[src/rtl/wb_arbiter_pkg.sv]
// Shared definitions for the two-master wishbone arbiter: grant state
// encoding, default bus widths and the data pattern returned on a
// watchdog termination.
package wb_arbiter_pkg;

    // Bus widths shared with the SPI command builder and the bus dispatcher.
    localparam int WB_ADDR_W = 7;
    localparam int WB_DATA_W = 32;

    // A watchdog-terminated transfer returns every data bit set.
    localparam logic                 TIMEOUT_FILL = 1'b1;
    localparam logic [WB_DATA_W-1:0] TIMEOUT_DATA = {WB_DATA_W{TIMEOUT_FILL}};

    // Width of the terminated-transfer counter (saturates at its maximum).
    localparam int TCOUNT_W = 8;

    // Grant state. Encoding 2'd3 is unused and recovers to idle.
    typedef enum logic [1:0] {
        ARB_IDLE   = 2'd0,
        ARB_GRANT0 = 2'd1,
        ARB_GRANT1 = 2'd2
    } arb_state_t;

    // Watchdog counter width: must hold values up to TIMEOUT-1. A disabled
    // watchdog (TIMEOUT=0) still gets one bit so no zero-width vector exists.
    function automatic int wdog_width(input int timeout);
        return (timeout < 1) ? 1 : $clog2(timeout + 1);
    endfunction

endpackage

[src/rtl/wb_watchdog.sv]
// Stall watchdog for the granted master. Counts strobe cycles that go
// unacknowledged, flags the cycle on which the limit is reached, and keeps
// a saturating tally of how many transfers it has terminated.
// TIMEOUT must be in 0..65535; 0 disables termination entirely.
module wb_watchdog
    import wb_arbiter_pkg::*;
#(
    parameter int TIMEOUT = 255
) (
    input  logic                clk,
    input  logic                rst,
    input  logic                i_clear,   // no grant held, or grant being released
    input  logic                i_active,  // granted master has cyc and stb high
    input  logic                i_ack,     // slave acknowledge this cycle
    output logic                o_expire,  // terminate the pending transfer now
    output logic [TCOUNT_W-1:0] o_timeout_count
);

    localparam int WDOG_W = wdog_width(TIMEOUT);

    logic [WDOG_W-1:0]   r_wdog;
    logic [TCOUNT_W-1:0] r_count;
    logic                w_at_limit;
    logic                w_expire;
    logic                w_restart;

    // The limit is reached on the TIMEOUT-th consecutive unacknowledged
    // strobe cycle; a real ack on that same cycle takes priority.
    assign w_at_limit = (TIMEOUT != 0) && (r_wdog == WDOG_W'(TIMEOUT - 1));
    assign w_expire   = i_active && !i_ack && !i_clear && w_at_limit;
    assign w_restart  = (TIMEOUT == 0) || i_clear || i_ack || !i_active || w_expire;

    assign o_expire        = w_expire;
    assign o_timeout_count = r_count;

    // Stall counter and saturating termination tally.
    // NOTE: clocked state uses non-blocking assignments so every register
    // samples pre-edge values and simulation order cannot change the result.
    always_ff @(posedge clk) begin
        if (rst) begin
            r_wdog  <= '0;
            r_count <= '0;
        end else begin
            if (w_restart) begin
                r_wdog <= '0;
            end else begin
                r_wdog <= r_wdog + 1'b1;
            end
            if (w_expire && (r_count != {TCOUNT_W{1'b1}})) begin
                r_count <= r_count + 1'b1;
            end
        end
    end

endmodule

[src/rtl/wb_arbiter.sv]
// Two-master, one-slave wishbone arbiter. Master 0 is the SPI command
// builder, master 1 a secondary command source; the slave side feeds the
// bus dispatcher. Grants alternate on contention and are held for an entire
// cyc cycle. A watchdog terminates strobes the slave never acknowledges.
module wb_arbiter
    import wb_arbiter_pkg::*;
#(
    parameter int ADDR_W  = WB_ADDR_W,
    parameter int DATA_W  = WB_DATA_W,
    parameter int TIMEOUT = 255
) (
    input  logic                clk,
    input  logic                rst,

    input  logic                m0_wb_cyc_i,
    input  logic                m0_wb_stb_i,
    input  logic                m0_wb_we_i,
    input  logic [ADDR_W-1:0]   m0_wb_adr_i,
    input  logic [DATA_W-1:0]   m0_wb_dat_i,
    output logic [DATA_W-1:0]   m0_wb_dat_o,
    output logic                m0_wb_ack_o,

    input  logic                m1_wb_cyc_i,
    input  logic                m1_wb_stb_i,
    input  logic                m1_wb_we_i,
    input  logic [ADDR_W-1:0]   m1_wb_adr_i,
    input  logic [DATA_W-1:0]   m1_wb_dat_i,
    output logic [DATA_W-1:0]   m1_wb_dat_o,
    output logic                m1_wb_ack_o,

    output logic                s_wb_cyc_o,
    output logic                s_wb_stb_o,
    output logic                s_wb_we_o,
    output logic [ADDR_W-1:0]   s_wb_adr_o,
    output logic [DATA_W-1:0]   s_wb_dat_o,
    input  logic [DATA_W-1:0]   s_wb_dat_i,
    input  logic                s_wb_ack_i,

    output logic                timeout_o,
    output logic [TCOUNT_W-1:0] timeout_count
);

    arb_state_t        r_state;
    logic              r_last_grant;   // index of the master served most recently

    logic              w_grant0;
    logic              w_grant1;
    logic              w_granted;

    // Signals of whichever master currently holds the grant (all 0 in idle).
    logic              w_g_cyc;
    logic              w_g_stb;
    logic              w_g_we;
    logic [ADDR_W-1:0] w_g_adr;
    logic [DATA_W-1:0] w_g_dat;

    logic              w_release;
    logic              w_wd_clear;
    logic              w_wd_active;
    logic              w_expire;
    logic              w_fwd_ack;
    logic              w_m_ack;
    logic [DATA_W-1:0] w_m_dat;

    assign w_grant0  = (r_state == ARB_GRANT0);
    assign w_grant1  = (r_state == ARB_GRANT1);
    assign w_granted = w_grant0 || w_grant1;

    // Select the granted master's request signals.
    // NOTE: every output of a combinational block gets a default first, so
    // no path through the case leaves a value held and no latch is inferred.
    always_comb begin
        w_g_cyc = 1'b0;
        w_g_stb = 1'b0;
        w_g_we  = 1'b0;
        w_g_adr = '0;
        w_g_dat = '0;
        if (w_grant0) begin
            w_g_cyc = m0_wb_cyc_i;
            w_g_stb = m0_wb_stb_i;
            w_g_we  = m0_wb_we_i;
            w_g_adr = m0_wb_adr_i;
            w_g_dat = m0_wb_dat_i;
        end else if (w_grant1) begin
            w_g_cyc = m1_wb_cyc_i;
            w_g_stb = m1_wb_stb_i;
            w_g_we  = m1_wb_we_i;
            w_g_adr = m1_wb_adr_i;
            w_g_dat = m1_wb_dat_i;
        end
    end

    // Dropping cyc ends the grant, even with a strobe still pending; that
    // is an ordinary release, so the watchdog restarts instead of firing.
    assign w_release   = w_granted && !w_g_cyc;
    assign w_wd_clear  = !w_granted || w_release;
    assign w_wd_active = w_g_cyc && w_g_stb;

    // Slave acks only reach a master while it is actually strobing.
    assign w_fwd_ack = w_wd_active && s_wb_ack_i;
    assign w_m_ack   = w_fwd_ack || w_expire;
    assign w_m_dat   = w_expire ? {DATA_W{TIMEOUT_FILL}} : s_wb_dat_i;

    wb_watchdog #(
        .TIMEOUT         (TIMEOUT)
    ) u_watchdog (
        .clk             (clk),
        .rst             (rst),
        .i_clear         (w_wd_clear),
        .i_active        (w_wd_active),
        .i_ack           (s_wb_ack_i),
        .o_expire        (w_expire),
        .o_timeout_count (timeout_count)
    );

    // Drive slave-side and master-side outputs from the current grant.
    always_comb begin
        s_wb_cyc_o  = w_g_cyc;
        s_wb_stb_o  = w_g_stb && !w_expire;
        s_wb_we_o   = w_g_we;
        s_wb_adr_o  = w_g_adr;
        s_wb_dat_o  = w_g_dat;
        m0_wb_ack_o = 1'b0;
        m0_wb_dat_o = '0;
        m1_wb_ack_o = 1'b0;
        m1_wb_dat_o = '0;
        timeout_o   = w_expire;
        if (w_grant0) begin
            m0_wb_ack_o = w_m_ack;
            m0_wb_dat_o = w_m_dat;
        end else if (w_grant1) begin
            m1_wb_ack_o = w_m_ack;
            m1_wb_dat_o = w_m_dat;
        end
    end

    // Grant FSM: round-robin on ties, grant held until the owner drops cyc,
    // and a waiting master is handed the bus directly with no idle gap.
    always_ff @(posedge clk) begin
        if (rst) begin
            r_state      <= ARB_IDLE;
            r_last_grant <= 1'b1;
        end else begin
            case (r_state)
                ARB_IDLE: begin
                    if (m0_wb_cyc_i && m1_wb_cyc_i) begin
                        r_state <= r_last_grant ? ARB_GRANT0 : ARB_GRANT1;
                    end else if (m0_wb_cyc_i) begin
                        r_state <= ARB_GRANT0;
                    end else if (m1_wb_cyc_i) begin
                        r_state <= ARB_GRANT1;
                    end
                end
                ARB_GRANT0: begin
                    if (!m0_wb_cyc_i) begin
                        r_last_grant <= 1'b0;
                        r_state      <= m1_wb_cyc_i ? ARB_GRANT1 : ARB_IDLE;
                    end
                end
                ARB_GRANT1: begin
                    if (!m1_wb_cyc_i) begin
                        r_last_grant <= 1'b1;
                        r_state      <= m0_wb_cyc_i ? ARB_GRANT0 : ARB_IDLE;
                    end
                end
                default: begin
                    r_state <= ARB_IDLE;
                end
            endcase
        end
    end

endmodule
[config.mk]
export PLATFORM = sky130hd
export DESIGN_NAME = wb_arbiter
export DESIGN_NICKNAME = d
export VERILOG_FILES = /design/src/rtl/wb_arbiter_pkg.sv /design/src/rtl/wb_watchdog.sv /design/src/rtl/wb_arbiter.sv
export SDC_FILE = /design/constraint.sdc
export NUM_CORES = 1
export LEC_CHECK = 0
export BUFFER_PORTS_ARGS = -buffer_cell sky130_fd_sc_hd__buf_2
export CORE_MARGIN = 8
export CORE_UTILIZATION = 33
export CTS_BUF_LIST = sky130_fd_sc_hd__clkbuf_16
export CTS_CLUSTER_DIAMETER = 80
export CTS_CLUSTER_SIZE = 25
export DETAILED_ROUTE_END_ITERATION = 8
export MAX_ROUTING_LAYER = met4
export PLACE_DENSITY_LB_ADDON = 0.3
export SYNTH_ARGS = -nofsm -noshare
export SYNTH_HDL_FRONTEND = slang
export SYNTH_SLANG_ARGS = --single-unit
export TNS_END_PERCENT = 30
[constraint.sdc]
create_clock -name clk -period 2.4 [get_ports clk]
set_input_delay 0.24 -clock clk [delete_from_list [all_inputs] [get_ports clk]]
set_output_delay 0.24 -clock clk [all_outputs]
set_load 0.005 [all_outputs]
* Word-level counts from Yosys, hierarchy flattened
Index checks and enable logic that the tools add are counted.
Storage, ports and cells: output and inout port bits 117, ROM bits 0, memories kept 0, register bits after elaboration 19, bits in latches 0, input bits 119, RAM bits 0
Operators by class: $lt $le $gt $ge 0, shift operators 0, reductions and logical operators 26, multiplexer cells 29, $add $sub $neg 2, multiply operators 0, equality and inequality tests 7, divide/modulo/power cells 0, bitwise operators 0
Operator list (count):
- $mux 32 | 6
- $add 8x1->8 const B | 2
- $mux 2 | 7
- $mux 7 | 2
- $mux 1 | 12
- $logic_and 1x1->1 | 9
- $eq 8x8->1 const B | 1
- $ne 8x8->1 const B | 1
- $logic_not 1->1 | 6
- $logic_or 1x1->1 | 6
- $pmux 2 s3 | 1
- $reduce_and 3->1 | 2
- $ne 2x2->1 const B | 2
- $ne 4x4->1 const B | 1
- $eq 2x1->1 const B | 1
- $eq 2x2->1 const B | 1
- $logic_not 2->1 | 1
- $pmux 1 s2 | 1
- $reduce_bool 2->1 | 1
- $reduce_or 2->1 | 1

* Logic depth before layout (Yosys ltp)
depth after elaboration 12, gate-level depth with buffers 9, mapped depth without buffers 7

* By module
From an unflattened synthesis, not the netlist that was laid out.
Unflattened totals: cell total of the unflattened synthesis 286, area total of the unflattened synthesis 1986.9 um^2
By module, submodules not included:
- wb_arbiter | cells each 197, area an instance 1223.7 um^2, instances 1, sequential area each 60.1 um^2
- wb_watchdog | cells each 89, area an instance 763.2 um^2, instances 1, sequential area each 320.3 um^2

* Worst setup path before layout
Ideal clock, no wire load.
path kind register to output, from register r_state[1], to output m0_wb_dat_o[10], slack 0.387 ns, required time 2.160 ns, cell stages (with the launch flop) 10, path buffers 2, arrival time 1.773 ns, path through dfxtp_1 -> inv_1 -> ha_1 -> nand4b_1 -> a2111o_1 -> inv_1 -> buf_2 -> buf_4 -> nor2_1 -> nor2b_1
On the way: longest elaborated chain between the ends 11, elaborated cells between the ends (all ways) 18
RTL lines:
- from (decl) | line wb_arbiter.sv:43 | arb_state_t r_state;
- from (signal assigned) | line wb_arbiter.sv:147 | r_state <= r_last_grant ? ARB_GRANT0 : ARB_GRANT1;
- from (signal assigned) | line wb_arbiter.sv:157 | r_state <= m1_wb_cyc_i ? ARB_GRANT1 : ARB_IDLE;
- from (signal assigned) | line wb_arbiter.sv:163 | r_state <= m0_wb_cyc_i ? ARB_GRANT0 : ARB_IDLE;
- $eq 2x2->1 | line wb_arbiter.sv:66 | assign w_grant1 = (r_state == ARB_GRANT1);
- $mux 1 | line wb_arbiter.sv:84 | end else if (w_grant1) begin
- $mux 1 | line wb_arbiter.sv:78 | if (w_grant0) begin
- $logic_not 1->1 | line wb_arbiter.sv:95 | assign w_release = w_granted && !w_g_cyc;
- $logic_and 1x1->1 | line wb_arbiter.sv:95
- $logic_or 1x1->1 | line wb_arbiter.sv:96 | assign w_wd_clear = !w_granted || w_release;
- $logic_not 1->1 | line wb_watchdog.sv:30 | assign w_expire = i_active && !i_ack && !i_clear && w_at_limit;
- $logic_and 1x1->1 (2 in series) | line wb_watchdog.sv:30
- $mux 32 | line wb_arbiter.sv:102 | assign w_m_dat = w_expire ? {DATA_W{TIMEOUT_FILL}} : s_wb_dat_i;
- $mux 32 (*) | line wb_arbiter.sv:128 | if (w_grant0) begin
- to (decl) | line wb_arbiter.sv:20 | output logic [DATA_W-1:0] m0_wb_dat_o,
Every way passes the cells marked *; elsewhere a longest branch is shown, timed or not.

* Worst setup path after layout
from register r_state[1], to output m1_wb_dat_o[11]
On the way: longest elaborated chain between the ends 12, elaborated cells between the ends (all ways) 19
RTL lines:
- $eq 2x2->1 | line wb_arbiter.sv:66
- $mux 1 | line wb_arbiter.sv:84
- $mux 1 | line wb_arbiter.sv:78
- $logic_not 1->1 | line wb_arbiter.sv:95
- $logic_and 1x1->1 | line wb_arbiter.sv:95
- $logic_or 1x1->1 | line wb_arbiter.sv:96
- $logic_not 1->1 | line wb_watchdog.sv:30
- $logic_and 1x1->1 (2 in series) | line wb_watchdog.sv:30
- $mux 32 | line wb_arbiter.sv:102
- $mux 32 | line wb_arbiter.sv:131 | end else if (w_grant1) begin
- $mux 32 (*) | line wb_arbiter.sv:128
- to (decl) | line wb_arbiter.sv:28 | output logic [DATA_W-1:0] m1_wb_dat_o,
Marks and branches as above.

==> flow_metrics.tcl <==
set metrics [dict create \
    numPortBuffers 235 \
    status "finished, final reports clean" \
    grt_pass1_vias 2712 \
    synth_area_leaders "dfxtp_1, a22o_1, nor2_1" \
    crit_path_max_incr_delay_ns 0.50 \
    die_x_um 91.9 \
    finalCriticalPeriod_ns 2.34 \
    cts.hold.buffers_added 0 \
    synth_area_mm2 0.00190 \
    skew_ns 0.00337 \
    vdd_drop_max_mv 0.442 \
    cp_cell_sequence "inv_4 -> ha_4 -> nand4b_1 -> a2111o_1 -> clkinv_4 -> clkbuf_16 -> nor2_1 -> nor2_1 -> buf_2" \
    drc 0 \
    synth_nets 407 \
    grt.overflow.total 0 \
    clock_latency_ns 0.25 \
    yosysSeqAreaShare_pct 20.0 \
    setup.worst_path.end_class "output port" \
    synth_cell_types 35 \
    slowest_stage "a2111o_1" \
    hold_viol_final 0 \
    ant_nets 0 \
    via_per_inst 5.00 \
    required_ns 2.16 \
    die_area_mm2 0.00845 \
    ys_warn_count 0 \
    drt-initial-drc-count 200 \
    gp_congestion 1.00 \
    powerDensity_mw_per_mm2 461 \
    critical_path_class "flop to output port" \
    final_nets 645 \
    die_h_um 91.9 \
    seqCellArea_um2 385 \
    rsz0062_at_grt "true" \
    finalWorstSetupSlack_ns 0.0642 \
    worst_pin_slew_ns 0.604 \
    dr.pass1.iters 4 \
    hold_class "input port to flop" \
    core.rowCount 27 \
    dr_total_vias 2957 \
    cts_buffer_depth 2 \
    setup_viol 0 \
    pre_cts_slack_ns 0.212 \
    htreeDepth 1 \
    critPathTopFamily "compound AO/OA/AOI/OAI gates" \
    fin_crit_sh_pct 97.3 \
    fin_tns_setup_ns 0 \
    crit_top_cell "nor2_1" \
    ys_top_cells_by_count "nor2_1, a22o_1, nor2b_1" \
    coreArea_mm2 0.00554 \
    clock_sinks 19 \
    start_util_pct 34.3 \
    grt_usage_pct 23.8 \
    path_buf_inv 4 \
    fillers 525 \
    synthArstFlopShare_pct 0 \
    grt_pass1_wl_um 15700 \
    multi_input_area_mm2 0.00148 \
    drv_slew 0 \
    antenna_found_initial 0 \
    critical_path.startpoint_type "flop" \
    yosysMostFrequentCell "nor2_1" \
    avgSynthCellArea_um2 6.77 \
    drive_gt1_share_pct 55.0 \
    cts.clk_slew.worst_paths_ns 0.06 \
    tritoncts "done" \
    synth-main-ff-cell "dfxtp_1" \
    cts_buffers 3 \
    worstPathArrival_ns 2.10 \
    cts-root-buf "clkbuf_16" \
    maxCapViolations 0 \
    hpwlAfterDp_um 8970 \
    routed_wl_um 10900 \
    timing.fmax_ghz 0.428 \
    grt_max_degree 57 \
    pin_count 236 \
    finalPower_mw 1.60 \
    synth_seq_cells 19 \
    synth-edff-count 0 \
    critPathMaxFanout 5 \
    yosysTopAreaCell "dfxtp_1" \
    max_slew_margin_pct 59.5 \
    synth_top_area_share_pct 20.0 \
    syn2layout_area_growth_pct 82.6 \
    p_leak_nw 1.93 \
    wl_per_cell_um 18.4 \
    netlist_instances 281 \
]
cells by family (layout without fill, tap and decap cells):
| family | Yosys count | count (layout) | synth area share, % |
|---|---|---|---|
| AO/OA/AOI/OAI | 73 | 73 | 28.9 |
| XOR/XNOR | 6 | 6 | 2.76 |
| other | 0 | 1 | 0 |
| adder cells (fa/ha/maj) | 7 | 7 | 4.61 |
| AND/OR/NAND/NOR | 149 | 149 | 37.8 |
| flip-flops | 19 | 19 | 20.0 |
| buffers and inverters | 27 | 264 | 5.92 |
worst reg2reg max path, delay by kind of cell, from the launching register on:
family          cells  cell delay (ns)
compound gates      2             0.65
fa+ha+maj           1             0.16
buf+inv             2             0.24
flops               1             0.37
simple gates        2             0.69
registers in the layout, summed over array words and instances (netlist names):
register	flops
r_state	2
r_last_grant	1
u_watchdog.o_timeout_count	8
u_watchdog.r_wdog	8
final timing paths:
check / start / end / slack (ns) / depth (start not counted)
hold / removal: rst / u_watchdog.o_timeout_count[5] / 0.32 / 2
hold reg to reg: u_watchdog.r_wdog[0] / u_watchdog.r_wdog[0] / 0.46 / 1
setup / recovery: r_state[1] / m1_wb_dat_o[11] / 0.06 / 9
setup reg to reg: r_state[1] / u_watchdog.o_timeout_count[4] / 0.24 / 7
cell usage in the layout (no fill, tap or decap), types with 2 or more instances in the layout:
master,n
buf_12,2
ha_1,5
nand2b_1,5
dfxtp_1,17
nor2_2,12
ha_4,2
o21ai_0,9
buf_4,15
nor2b_2,3
nand3_1,7
nor2_1,67
nor2b_1,32
and3_1,2
a22o_1,39
xnor2_1,3
or4_1,2
clkbuf_16,5
o2111ai_1,2
or3_1,4
a21oi_1,12
o31ai_1,2
buf_2,235
nand2_1,9
xor2_1,3
o211ai_1,2
power breakdown:
part           switching (mW)  internal, mW  leakage (nW)
combinational           0.452         0.463          1.74
sequential             0.0131         0.327         0.155
clock                   0.123         0.223        0.0409
layout make-up:
cell class,instances,share of cell area [%]
multi-input cells,235,42.5
clock buffers,3,2.16
diodes,1,0.0720
inverters,4,0.648
flip-flops and latches,19,11.1
repair buffers,256,40.8
well taps,72,2.59
clock inverters,1,0.144
metrics by stage:
stage / instance area (um^2) / cells / util (%) / hold slack [ns]
2_1_floorplan: 1900 / 281 / - / 0.347
6_report: 3470 / 591 / 62.7 / 0.318
5_1_grt: 3470 / 590 / 62.6 / 0.331
3_3_place_gp: 3180 / 575 / 57.3 / 0.441
3_5_place_dp: 3180 / 575 / 57.3 / 0.455
4_1_cts: 3290 / 580 / 59.4 / 0.323
what timing repair did:
item	4_1_cts	5_1_grt
gates cloned	1	2
buffers inserted	0	8
gates resized for setup	3	26
setup endpoints to repair	10	67
pin swaps	0	2
per-layer routing:
layer | track usage, % | part of all wire (%) | up-vias
li1 | - | - | 1460
met1 | 26.0 | 40 | 1377
met2 | 43.5 | 53 | 112
met3 | 5.62 | 7.0 | 8
met4 | 3.62 | 0.77 | 0
met5 | - | 0 | -
Note: power is estimated with default switching activity, not from simulation.
